<file path="config.mk">
export PLATFORM = sky130hd
export DESIGN_NAME = ex_mem_skid
export DESIGN_NICKNAME = d
export VERILOG_FILES = /design/src/rtl/ex_mem_skid.sv
export SDC_FILE = /design/constraint.sdc
export NUM_CORES = 1
export LEC_CHECK = 0
export CAP_MARGIN = 20
export CORE_AREA = 8 8 149 151
export DETAILED_ROUTE_END_ITERATION = 8
export DIE_AREA = 0 0 157 159
export GPL_TIMING_DRIVEN = 0
export PLACE_DENSITY = 0.79
export SLEW_MARGIN = 20
export SYNTH_ARGS = -nofsm -noshare
export SYNTH_HDL_FRONTEND = slang
export SYNTH_SLANG_ARGS = --single-unit
export TNS_END_PERCENT = 5
</file>
<file path="constraint.sdc">
create_clock -name clk -period 2.1 [get_ports clk]
set_input_delay 0.63 -clock clk [delete_from_list [all_inputs] [get_ports clk]]
set_output_delay 0.63 -clock clk [all_outputs]
set_load 0.005 [all_outputs]
</file>
<file path="src/rtl/ex_mem_skid.sv">
// EX->MEM pipeline register with a one-entry skid buffer so in_ready comes
// straight from a flop; flush squashes both held entries.
module ex_mem_skid (
    input  logic        clk,
    input  logic        rst_n,
    input  logic        flush,
    input  logic        in_valid,
    output logic        in_ready,
    input  logic [31:0] in_res,
    input  logic [31:0] in_wdata,
    input  logic [4:0]  in_rd,
    input  logic        in_reg_write,
    input  logic        in_mem_read,
    input  logic        in_mem_write,
    input  logic [31:0] in_pc,
    output logic        out_valid,
    input  logic        out_ready,
    output logic [31:0] out_res,
    output logic [31:0] out_wdata,
    output logic [31:0] out_pc,
    output logic [4:0]  out_rd,
    output logic        out_reg_write,
    output logic        out_mem_read,
    output logic        out_mem_write,
    output logic        fwd_valid
);

    typedef struct packed {
        logic [31:0] res;
        logic [31:0] wdata;
        logic [4:0]  rd;
        logic        reg_write;
        logic        mem_read;
        logic        mem_write;
        logic [31:0] pc;
    } bundle_t;

    bundle_t main_q, main_d, skid_q, skid_d, in_bundle;
    logic    main_valid_q, main_valid_d;
    logic    skid_valid_q, skid_valid_d;
    logic    accept, drain;

    assign in_bundle = '{res:       in_res,
                         wdata:     in_wdata,
                         rd:        in_rd,
                         reg_write: in_reg_write,
                         mem_read:  in_mem_read,
                         mem_write: in_mem_write,
                         pc:        in_pc};

    assign in_ready = ~skid_valid_q;
    assign accept   = in_valid & in_ready;
    assign drain    = main_valid_q & out_ready;

    always_comb begin
        main_d       = main_q;
        skid_d       = skid_q;
        main_valid_d = main_valid_q;
        skid_valid_d = skid_valid_q;
        if (flush) begin
            // Payload is left stale; outputs are gated by the valid bit.
            main_valid_d = 1'b0;
            skid_valid_d = 1'b0;
        end else begin
            case ({main_valid_q, skid_valid_q})
                2'b00: begin
                    if (accept) begin
                        main_d       = in_bundle;
                        main_valid_d = 1'b1;
                    end
                end
                2'b10: begin
                    if (drain && accept) begin
                        main_d = in_bundle;
                    end else if (drain) begin
                        main_valid_d = 1'b0;
                    end else if (accept) begin
                        skid_d       = in_bundle;
                        skid_valid_d = 1'b1;
                    end
                end
                2'b11: begin
                    if (drain) begin
                        main_d       = skid_q;
                        skid_valid_d = 1'b0;
                    end
                end
                default: begin
                    // Unreachable occupancy; recover to empty.
                    main_valid_d = 1'b0;
                    skid_valid_d = 1'b0;
                end
            endcase
        end
    end

    always_ff @(posedge clk or negedge rst_n) begin
        if (!rst_n) begin
            main_q       <= '0;
            skid_q       <= '0;
            main_valid_q <= 1'b0;
            skid_valid_q <= 1'b0;
        end else begin
            main_q       <= main_d;
            skid_q       <= skid_d;
            main_valid_q <= main_valid_d;
            skid_valid_q <= skid_valid_d;
        end
    end

    assign out_valid     = main_valid_q;
    assign out_res       = main_q.res;
    assign out_wdata     = main_q.wdata;
    assign out_pc        = main_q.pc;
    assign out_rd        = main_q.rd;
    assign out_reg_write = main_q.reg_write & main_valid_q;
    assign out_mem_read  = main_q.mem_read & main_valid_q;
    assign out_mem_write = main_q.mem_write & main_valid_q;
    assign fwd_valid     = out_reg_write & (|main_q.rd);

endmodule

</file>
==> metrics.cfg <==
[floorplan]
initial_core_util_pct=49.7
rows=52
die-area_um2=25000
core_area_um2=19800
die_width_um=157
die_h_um=159
boundaryPins=216

[pwr]
ir_drop_mv=0.611
powerDensity_nw_per_um2=925
p_leak_nw=5.87

[setup_path]
cp_num_buf_inv=1
critPathTopFamily=simple AND/OR/NAND/NOR gates
max_stage_delay_ns=0.52
crit_chain=or4_1 -> o21a_1 -> buf_2
required_ns=1.47
crit_type=reg -> out
critical-path-slowest-cell=or4_1
worst-path-max-fanout=2
worstSetupPathDepth=3
rr_worst_depth=5
start_kind=flop
worstPathArrival_ns=1.69
endpoint_kind=output pin

[synthesis]
yosysSeqAreaShare_pct=53.2
async_flop_share_pct=100
synth_mux_area_share_pct=35.6
synth_ff_type=dfrtp_1
ys_top_cells_by_count=mux2_2 (292), dfrtp_1 (210), buf_4 (116), mux2_1 (20), buf_2 (8)
yosys.area_share.simple_pct=0.761
synth_seq_cells=210
synthCells=673
netlist_area_um2=9870
synth_top_family_by_area=multiplexers
syn_nets=782
synth-compound-area-share_pct=0.254
synth_fa_ha_area_share_pct=0
synth_top_area_cell=dfrtp_1
synth-edff-count=0
yosysTopAreaCellShare_pct=53.2
yosys.area_share.xor_xnor_pct=0
synth.area.top_cells=dfrtp_1 (53%), mux2_2 (33%), buf_4 (8.8%)
yosys_warnings=0
post_synth.cell_area_avg_um2=14.7
yosysUniqueCellTypes=20
synth.most_common_cell=mux2_2

[cts]
insertion_delay_ns=0.49
cts_tree=done
ctsLongestPathBuffers=3
cts_buffers=22
clockRootBuffer=clkbuf_16
ctsHtreeMaxLevel=1
cts_num_sinks=210
postCtsHoldBufs=0
clk_pin_slew_ns=0.06

[global_routing]
grt_max_degree=94
grt_pass1_vias=6439
grt_overflow=0
grt_antenna_before_repair=1
grt_pass1_wl_um=34800
grt_util_all_layers_pct=17.2

[timing]
fmax_ghz=0.431
fin_crit_ns=2.32
fin_crit_sh_pct=110
setup_tns_ns=-0.219
worstMarginPinSlew_ns=0.578
slew_headroom_pct=61.4
maxSlewViolCount=0
fin_skew_ns=0.00777
layout_setup_ws_ns=-0.219
rsz0062_at_grt=yes
finalHoldViolCount=0
finalSetupViolations=1

[place]
portBuffers=215
placed_cell_area_um2=12400
place_ws_ns=-0.582
place_hpwl_um=15300
gp_congestion=0.698

[finish]
antenna_cells=0
post-route-util_pct=65.8
fin_area_um2=13100
fillers=1535
final_nets=1029
syn_to_final_growth_pct=32.2
final_layout_size_suffix_gt1_share_pct=60.4

[drt]
via_per_inst=4.86
ant_nets=0
drc=0
drtIter0Drc=151
wl_per_cell_um=17.9
wl_um=21600
vias=5855
drt_pre_antenna_iters=4

[hold_path]
hold_class=in -> async

[run_status]
violations=setup timing
status=finished, violations left

[run]
maxCapViolCount=0

==> power breakdown <==
| part | internal, W | total [W] | switching (W) | leakage, nW |
|---|---|---|---|---|
| clock network | 0.00247 | 0.00401 | 0.00153 | 0.373 |
| registers | 0.00494 | 0.00538 | 0.000433 | 2.52 |
| logic | 0.00188 | 0.00269 | 0.000813 | 2.97 |
==> layer usage <==
layer | share of wire (%) | routed length, µm | global-route usage [%] | vias up
met5 | 0.046 | 10 | 0 | -
met4 | 1.7 | 367 | 3.93 | 2
met3 | 6.9 | 1480 | 4.86 | 30
met2 | 48 | 10400 | 28.7 | 150
met1 | 43 | 9310 | 21.7 | 2922
li1 | - | - | - | 2751
==> placed cells by master, fill, tap and decap left out, types with 3 or more instances in the layout <==
cell / synthesis / final
dfrtp_1: 210 / 209
clkbuf_16: 0 / 24
mux2_2: 292 / 292
dlygate4sd2_1: 0 / 5
clkinv_2: 0 / 5
clkbuf_8: 0 / 3
mux2_1: 20 / 20
clkdlybuf4s50_1: 0 / 117
buf_6: 6 / 12
bufinv_16: 0 / 3
clkbuf_2: 0 / 3
buf_4: 116 / 204
buf_2: 8 / 9
clkbuf_1: 4 / 6
==> what timing repair did <==
item	CTS	global route
endpoints found under the setup margin	94	164
cloned	0	1
resized for setup	48	69
setup buffers	3	2
pin swaps	2	3
==> cell families (layout without fill, tap and decap cells) <==
group                  Yosys count  count (layout)
buffers and inverters          136             398
flip-flops                     210             210
AO/OA/AOI/OAI                    4               4
multiplexers                   312             312
AND/OR/NAND/NOR                 11              11
==> state kept, by name, summed over array words and instances (netlist names) <==
name / count
main_q: 3
out_res: 32
skid_q: 104
out_valid: 1
out_rd: 5
skid_valid_q: 1
out_wdata: 32
out_pc: 32
==> final cells by class <==
type                       count  area [µm²]  share of cell area (%)
buffer                       134        1030                    7.87
inverter                       2        7.51                  0.0575
multi-input combinational    327        3620                    27.8
clock inverter                 8         115                   0.882
sequential                   210        5260                    40.3
tap                          270         338                    2.59
clock buffer                  31         636                    4.87
timing repair buffer         223        2050                    15.7
==> final timing paths <==
check                      slack (ns)         end  startpoint
min                              0.03  skid_q[93]       rst_n
max in group asynchronous        1.23   out_valid       rst_n
min in group clk                 0.48  skid_q[47]  skid_q[47]
min reg2reg                      0.48  skid_q[47]  skid_q[47]
max                             -0.22   fwd_valid   out_rd[0]
max reg2reg                      0.07  out_pc[29]   out_valid
==> stage by stage <==
stage                     power (W)  std cells  hold WS (ns)
after detailed placement    0.00829       1160         0.474
after global placement      0.00818       1158         0.463
after global routing         0.0127       1205        0.0582
after floorplan             0.00687        673         0.334
final                        0.0121       1205        0.0330
after CTS                    0.0123       1202        0.0493
(Power assumes the default switching activity.)
